===== src/rtl/fifo_wr_rr_arb.sv =====
// Round-robin arbiter sharing one FIFO write port among NumReq requesters, with a flush sequencer.
// Optional macro FIFO_ARB_RESERVE_EN keeps Reserve FIFO slots available only to requester 0.
module fifo_wr_rr_arb #(
  parameter int NumReq  = 4,
  parameter int Width   = 8,
  parameter int Depth   = 4,
  parameter int Reserve = 1,
  localparam int DepthW = $clog2(Depth + 1)
) (
  input  logic                    clk_i,
  input  logic                    rst_i,
  input  logic [NumReq-1:0]       req_i,
  input  logic [NumReq*Width-1:0] data_i,
  output logic [NumReq-1:0]       gnt_o,
  output logic                    fifo_wvalid_o,
  output logic [Width-1:0]        fifo_wdata_o,
  input  logic                    fifo_wready_i,
  input  logic [DepthW-1:0]       fifo_depth_i,
  input  logic                    flush_req_i,
  output logic                    fifo_clr_o,
  output logic                    flush_done_o,
  output logic                    busy_o
);

  localparam int IdxW = (NumReq > 1) ? $clog2(NumReq) : 1;

  typedef enum logic [1:0] {StIdle, StDrain, StClr, StDone} state_e;

  state_e            state_q;
  logic              pending_q;
  logic              clr_q;
  logic              done_q;
  logic              wvalid_q, wvalid_d;
  logic [Width-1:0]  wdata_q, wdata_d;
  logic [IdxW-1:0]   lastGnt_q, lastGnt_d;

  logic [NumReq-1:0] eligible;
  logic [IdxW-1:0]   winner;
  logic [IdxW-1:0]   cand;
  logic              found;
  logic              canLoad;
  logic              grant;
  logic [Width-1:0]  selData;

`ifdef FIFO_ARB_RESERVE_EN
  // Occupancy counts the beat already in the holding stage, since it is committed to the FIFO.
  logic [DepthW:0] occupancy;
  logic            roomForOthers;

  assign occupancy     = {1'b0, fifo_depth_i} + {{DepthW{1'b0}}, wvalid_q};
  assign roomForOthers = occupancy < (DepthW+1)'(Depth - Reserve);

  always_comb begin
    eligible    = req_i;
    eligible[0] = req_i[0];
    for (int i = 1; i < NumReq; i++) begin
      eligible[i] = req_i[i] & roomForOthers;
    end
  end
`else
  logic unusedDepth;

  assign eligible    = req_i;
  assign unusedDepth = (^fifo_depth_i) ^ (Reserve < Depth);
`endif

  always_comb begin
    winner = lastGnt_q;
    cand   = '0;
    found  = 1'b0;
    for (int k = 1; k <= NumReq; k++) begin
      cand = IdxW'((int'(lastGnt_q) + k) % NumReq);
      if (!found && eligible[cand]) begin
        found  = 1'b1;
        winner = cand;
      end
    end
  end

  assign canLoad = !wvalid_q || fifo_wready_i;
  // A flush request in IDLE takes precedence over any pending grant.
  assign grant   = (state_q == StIdle) && !flush_req_i && !pending_q && canLoad && found && !rst_i;
  assign gnt_o   = grant ? (NumReq'(1) << winner) : '0;
  assign selData = data_i[winner*Width +: Width];

  always_comb begin
    wvalid_d  = wvalid_q;
    wdata_d   = wdata_q;
    lastGnt_d = lastGnt_q;
    if (grant) begin
      wvalid_d  = 1'b1;
      wdata_d   = selData;
      lastGnt_d = winner;
    end else if (wvalid_q && fifo_wready_i) begin
      wvalid_d = 1'b0;
    end
  end

  always_ff @(posedge clk_i) begin
    if (rst_i) begin
      wvalid_q  <= 1'b0;
      wdata_q   <= '0;
      lastGnt_q <= IdxW'(NumReq - 1);
    end else begin
      wvalid_q  <= wvalid_d;
      wdata_q   <= wdata_d;
      lastGnt_q <= lastGnt_d;
    end
  end

  always_ff @(posedge clk_i) begin
    if (rst_i) begin
      state_q   <= StIdle;
      pending_q <= 1'b0;
      clr_q     <= 1'b0;
      done_q    <= 1'b0;
    end else begin
      clr_q  <= 1'b0;
      done_q <= 1'b0;
      case (state_q)
        StIdle: begin
          if (flush_req_i || pending_q) begin
            state_q   <= StDrain;
            pending_q <= 1'b0;
          end
        end
        StDrain: begin
          pending_q <= pending_q | flush_req_i;
          if (!wvalid_q || fifo_wready_i) begin
            state_q <= StClr;
            clr_q   <= 1'b1;
          end
        end
        StClr: begin
          pending_q <= pending_q | flush_req_i;
          state_q   <= StDone;
          done_q    <= 1'b1;
        end
        StDone: begin
          pending_q <= pending_q | flush_req_i;
          state_q   <= StIdle;
        end
        default: state_q <= StIdle;
      endcase
    end
  end

  assign fifo_wvalid_o = wvalid_q;
  assign fifo_wdata_o  = wdata_q;
  assign fifo_clr_o    = clr_q;
  assign flush_done_o  = done_q;
  assign busy_o        = (state_q != StIdle) || wvalid_q;

endmodule


===== config.mk =====
export PLATFORM = sky130hd
export DESIGN_NAME = fifo_wr_rr_arb
export DESIGN_NICKNAME = d
export VERILOG_FILES = /design/src/rtl/fifo_wr_rr_arb.sv
export SDC_FILE = /design/constraint.sdc
export NUM_CORES = 1
export LEC_CHECK = 0
export BUFFER_PORTS_ARGS = -buffer_cell sky130_fd_sc_hd__buf_4
export CORE_MARGIN = 2
export CORE_UTILIZATION = 48
export CTS_CLUSTER_DIAMETER = 120
export DETAILED_ROUTE_END_ITERATION = 10
export PLACE_DENSITY = 0.85
export RECOVER_POWER = 100
export SYNTH_ARGS = -nofsm -noshare
export SYNTH_HDL_FRONTEND = slang
export SYNTH_SLANG_ARGS = --single-unit
export TNS_END_PERCENT = 1

===== constraint.sdc =====
create_clock -name clk_i -period 5.9 [get_ports clk_i]
set_clock_uncertainty 0.1 [all_clocks]
set_input_delay 0.295 -clock clk_i [delete_from_list [all_inputs] [get_ports clk_i]]
set_output_delay 0.295 -clock clk_i [all_outputs]
set_load 0.005 [all_outputs]

==> run_summary.xml <==
<?xml version="1.0" encoding="UTF-8"?>
<metrics>
  <group name="timing">
    <metric name="fmax" unit="MHz">302.5</metric>
    <metric name="setup_violations" unit="">0</metric>
    <metric name="number_of_pins_with_negative_max_slew_slack_in_the_final_report" unit="">13</metric>
    <metric name="final.setup.tns" unit="ns">0</metric>
    <metric name="timing_worst_slew_pin_value" unit="ns">1.702</metric>
    <metric name="finalCriticalPeriod" unit="ns">3.305</metric>
    <metric name="max_slew_margin" unit="">-0.1436</metric>
    <metric name="rsz_0062_raised_after_global_routing" unit="">no</metric>
    <metric name="min_period_over_period" unit="">0.5602</metric>
    <metric name="final_hold_viol_count" unit="">0</metric>
  </group>
  <group name="route">
    <metric name="vias" unit="">1097</metric>
    <metric name="wl" unit="mm">2.717</metric>
    <metric name="detail_route.vias_per_cell" unit="">5.458</metric>
    <metric name="detail_route.iter0.violations" unit="">13</metric>
    <metric name="detail-route-antenna-nets" unit="">0</metric>
    <metric name="post_drt_wl_per_cell" unit="µm">13.52</metric>
    <metric name="drc_errors" unit="">0</metric>
    <metric name="detailed_routing_iteration_count_for_the_pre_antenna_repair_pass" unit="">4</metric>
  </group>
  <group name="worst_hold_path">
    <metric name="min_path_cells" unit="">2</metric>
    <metric name="holdCritStartpoint" unit="">rst_i</metric>
    <metric name="hold_path_class" unit="">in2reg</metric>
  </group>
  <group name="power">
    <metric name="portion_of_total_power_attributed_to_sequential_cells" unit="">0.362</metric>
    <metric name="power.ir.vdd_worst" unit="mV">0.2987</metric>
    <metric name="internal_power" unit="µW">280.8</metric>
    <metric name="pwr-share-comb" unit="">0.473</metric>
    <metric name="power_per_cell_area" unit="nW/µm²">280.1</metric>
    <metric name="p_total" unit="µW">429.0</metric>
    <metric name="total_switching_power" unit="µW">148.2</metric>
    <metric name="power.share.switching" unit="">0.3454</metric>
    <metric name="total_leakage_power" unit="µW">0.0006932</metric>
    <metric name="power.clock.fraction" unit="">0.166</metric>
  </group>
  <group name="final_layout">
    <metric name="antenna_cells" unit="">0</metric>
    <metric name="multi_input_comb_area" unit="µm²">719.4</metric>
    <metric name="ff_latch_area" unit="µm²">320.3</metric>
    <metric name="num-fill-cells" unit="">192</metric>
    <metric name="areaGrowthSynthToFinish" unit="%">38.15</metric>
    <metric name="drive_gt1_frac" unit="">0.3931</metric>
    <metric name="design.final.nets" unit="">221</metric>
  </group>
  <group name="synth">
    <metric name="ys_ff_latch" unit="">16</metric>
    <metric name="synth_top_cells_by_area" unit="">sky130_fd_sc_hd__dfxtp_1 29%, sky130_fd_sc_hd__mux2i_1 8.1%, sky130_fd_sc_hd__o211ai_2 7.9%</metric>
    <metric name="synth_area_leader_cell" unit="">sky130_fd_sc_hd__dfxtp_1</metric>
    <metric name="syn-cell-area" unit="µm²">1109</metric>
    <metric name="synth_nets" unit="">169</metric>
    <metric name="synth-edff-count" unit="">0</metric>
    <metric name="synth_area_per_cell" unit="µm²">9.087</metric>
    <metric name="postSynth.topFlopCell" unit="">sky130_fd_sc_hd__dfxtp_1</metric>
    <metric name="synth_top_cell_area_share" unit="">0.2889</metric>
    <metric name="netlist-cell-type-count" unit="">32</metric>
    <metric name="synth.yosys.warnings" unit="">0</metric>
    <metric name="synthArstFlopShare" unit="">0</metric>
    <metric name="seq_area_frac_synth" unit="">0.2889</metric>
    <metric name="netlist_instances" unit="">122</metric>
  </group>
  <group name="setup_path">
    <metric name="number_of_buffers_and_inverters_on_the_critical_path" unit="">2</metric>
    <metric name="worstSetupStartpointType" unit="">flop</metric>
    <metric name="critPathRequiredTime" unit="ns">5.51</metric>
    <metric name="cp_cell_sequence" unit="">inv_1 -&gt; ha_1 -&gt; or3b_1 -&gt; or4_1 -&gt; or2_0 -&gt; nor4_4 -&gt; clkbuf_4</metric>
    <metric name="critPathLaunch" unit="">state_q[0]</metric>
    <metric name="worst_path_max_delay_cell" unit="">sky130_fd_sc_hd__or4_1</metric>
    <metric name="r2r_start" unit="">lastGnt_q[0]</metric>
    <metric name="setup.worst_path.end_class" unit="">primary output</metric>
    <metric name="crit_fanout" unit="">11</metric>
    <metric name="max_stage_delay" unit="ns">0.63</metric>
    <metric name="critical_path_depth" unit="">7</metric>
    <metric name="path_delay_family" unit="">simple AND/OR/NAND/NOR gates</metric>
    <metric name="timing.setup.critical_path_class" unit="">reg2out</metric>
    <metric name="rr_worst_depth" unit="">5</metric>
    <metric name="worst-endpoint-arrival" unit="ns">2.91</metric>
  </group>
  <group name="global_route">
    <metric name="antenna_found_initial" unit="">0</metric>
    <metric name="top_usage_layer" unit="">met2</metric>
    <metric name="first_global_vias" unit="">1071</metric>
    <metric name="global_route.usage.met1" unit="">0.2226</metric>
    <metric name="grt_use_total" unit="">0.2141</metric>
    <metric name="gr-usage-met2" unit="">0.4388</metric>
    <metric name="grt_first_pass_wirelength" unit="mm">4.388</metric>
    <metric name="largest_net_degree_at_the_start_of_global_routing" unit="">13</metric>
    <metric name="grt_overflow_total" unit="">0</metric>
    <metric name="grt_util_met3" unit="">0.05460</metric>
  </group>
  <group name="clocking">
    <metric name="cts.sink_count" unit="">16</metric>
    <metric name="cts.clk_slew.worst_paths" unit="ns">0.09</metric>
    <metric name="tritoncts.num_buffers" unit="">3</metric>
    <metric name="cts_root_buf" unit="">sky130_fd_sc_hd__clkbuf_4</metric>
    <metric name="tritoncts_clock_tree" unit="">built</metric>
    <metric name="ctsHtreeMaxLevel" unit="">1</metric>
    <metric name="cts_buffer_depth" unit="">2</metric>
    <metric name="postCtsSetupRepairBufs" unit="">0</metric>
    <metric name="holdBufCountCts" unit="">0</metric>
    <metric name="clk_latency" unit="ns">0.28</metric>
    <metric name="cts_resized" unit="">0</metric>
  </group>
  <group name="floorplan">
    <metric name="floorplan.initialDensity" unit="">0.5060</metric>
    <metric name="die_y" unit="µm">52.06</metric>
    <metric name="die_span_x" unit="µm">52.06</metric>
    <metric name="die_area" unit="µm²">2710</metric>
    <metric name="rows" unit="">17</metric>
    <metric name="coreArea" unit="µm²">2191</metric>
    <metric name="ios" unit="">59</metric>
  </group>
  <group name="place">
    <metric name="dpl.hpwl" unit="mm">2.179</metric>
    <metric name="place.port_buffers" unit="">55</metric>
    <metric name="gp_weighted_congestion" unit="">0.7498</metric>
  </group>
  <group name="flow_run">
    <metric name="max_cap_viols" unit="">1</metric>
  </group>
  <group name="run_status">
    <metric name="status" unit="">finished, violations left</metric>
    <metric name="violations" unit="">capacitance limit, slew limit</metric>
  </group>
</metrics>
==> cells in the mapped netlist (4+ instances only) <==
| library cell | n |
|---|---|
| sky130_fd_sc_hd__and4_1 | 8 |
| sky130_fd_sc_hd__clkbuf_1 | 5 |
| sky130_fd_sc_hd__dfxtp_1 | 16 |
| sky130_fd_sc_hd__ha_1 | 4 |
| sky130_fd_sc_hd__mux2i_1 | 9 |
| sky130_fd_sc_hd__nand2_1 | 10 |
| sky130_fd_sc_hd__nor2_1 | 6 |
| sky130_fd_sc_hd__nor2b_1 | 8 |
| sky130_fd_sc_hd__nor3_1 | 4 |
| sky130_fd_sc_hd__o211ai_2 | 7 |
| sky130_fd_sc_hd__o21ai_1 | 8 |
| sky130_fd_sc_hd__o31a_1 | 8 |
==> layout make-up <==
cell class | instances | share of cell area
multi-input combinational | 95 | 0.4698
inverter | 3 | 0.007353
timing repair buffer | 55 | 0.2672
sequential | 16 | 0.2092
tap | 28 | 0.02288
clock buffer | 4 | 0.02369
==> flip-flops by register name, indices dropped and copies added (netlist names) <==
register	count
state_q	2
fifo_wdata_o	8
flush_done_o	1
fifo_clr_o	1
fifo_wvalid_o	1
pending_q	1
lastGnt_q	2
==> power groups by stage <==
stage / combinational, µW / sequential [µW] / clock (µW)
3_5_place_dp: 210 / 158 / 0
5_1_grt: 230 / 159 / 78.6
2_1_floorplan: 133 / 156 / 0
4_1_cts: 211 / 155 / 73.5
3_3_place_gp: 203 / 156 / 0
6_report: 203 / 155 / 71.1
==> metal layers <==
| layer | vias to the layer above | wire (µm) |
|---|---|---|
| met3 | 0 | 206 |
| met4 | 0 | 0 |
| met2 | 33 | 1428 |
| met1 | 509 | 1081 |
| li1 | 555 | - |
| met5 | - | 0 |
==> worst paths after layout <==
kind                                         to  slack [ns]
worst max register to register  fifo_wdata_o[0]        2.96
worst min-delay path               flush_done_o        0.14
worst min register to register  fifo_wdata_o[4]        0.37
worst max-delay path                   gnt_o[2]        2.59
==> worst reg2reg max path: stages, from the launching register on <==
cell and delay, ns:
sky130_fd_sc_hd__dfxtp_1 0.42, sky130_fd_sc_hd__nor2b_1 0.09, sky130_fd_sc_hd__o21a_1 0.34, sky130_fd_sc_hd__nor3_1 1.38, sky130_fd_sc_hd__mux2i_1 0.37, sky130_fd_sc_hd__o211ai_2 0.09
==> cell usage in the layout (no fill, tap or decap) <==
cell type | synthesis | routed
sky130_fd_sc_hd__a211o_1 | 1 | 1
sky130_fd_sc_hd__a211oi_1 | 1 | 1
sky130_fd_sc_hd__a211oi_4 | 1 | 1
sky130_fd_sc_hd__a21oi_1 | 3 | 3
sky130_fd_sc_hd__and2_0 | 0 | 1
sky130_fd_sc_hd__and2_1 | 2 | 1
sky130_fd_sc_hd__and4_1 | 8 | 8
sky130_fd_sc_hd__buf_4 | 0 | 40
sky130_fd_sc_hd__clkbuf_1 | 5 | 1
sky130_fd_sc_hd__clkbuf_4 | 0 | 17
sky130_fd_sc_hd__clkbuf_8 | 0 | 1
sky130_fd_sc_hd__dfxtp_1 | 16 | 16
sky130_fd_sc_hd__ha_1 | 4 | 4
sky130_fd_sc_hd__inv_1 | 3 | 3
sky130_fd_sc_hd__mux2i_1 | 9 | 9
sky130_fd_sc_hd__nand2_1 | 10 | 10
sky130_fd_sc_hd__nand2b_1 | 2 | 2
sky130_fd_sc_hd__nor2_1 | 6 | 6
sky130_fd_sc_hd__nor2b_1 | 8 | 8
sky130_fd_sc_hd__nor3_1 | 4 | 5
sky130_fd_sc_hd__nor4_1 | 1 | 1
sky130_fd_sc_hd__nor4_4 | 1 | 1
sky130_fd_sc_hd__o211ai_1 | 1 | 1
sky130_fd_sc_hd__o211ai_2 | 7 | 7
sky130_fd_sc_hd__o21a_1 | 1 | 1
sky130_fd_sc_hd__o21ai_0 | 2 | 2
sky130_fd_sc_hd__o21ai_1 | 8 | 8
sky130_fd_sc_hd__o21ba_2 | 1 | 1
sky130_fd_sc_hd__o21bai_1 | 2 | 2
sky130_fd_sc_hd__o31a_1 | 8 | 8
sky130_fd_sc_hd__or2_0 | 0 | 1
sky130_fd_sc_hd__or3b_1 | 1 | 1
sky130_fd_sc_hd__or4_1 | 0 | 1
==> through the flow <==
step / util / instances / cell area [µm²] / hold slack [ns] / setup WS [ns]
6_report: 0.6990 / 201 / 1531 / 0.1368 / 2.595
5_1_grt: 0.6990 / 201 / 1531 / 0.1511 / 2.344
4_1_cts: 0.7059 / 201 / 1546 / 0.1374 / 2.979
3_5_place_dp: 0.6893 / 197 / 1510 / 0.3557 / 3.313
3_3_place_gp: 0.6893 / 197 / 1510 / 0.3495 / 3.339
2_1_floorplan: - / 122 / 1109 / 0.3573 / 3.482
==> cell families (layout without fill, tap and decap cells) <==
family | Yosys count | in the layout | synth area share
muxes | 9 | 9 | 0.08127
AOI/OAI and AO/OA | 36 | 36 | 0.2698
buffers and inverters | 11 | 62 | 0.05191
adders and majority gates | 4 | 4 | 0.04515
DFF | 16 | 16 | 0.2889
and+or+nand+nor | 46 | 46 | 0.2630
Note: power is estimated with default switching activity, not from simulation.
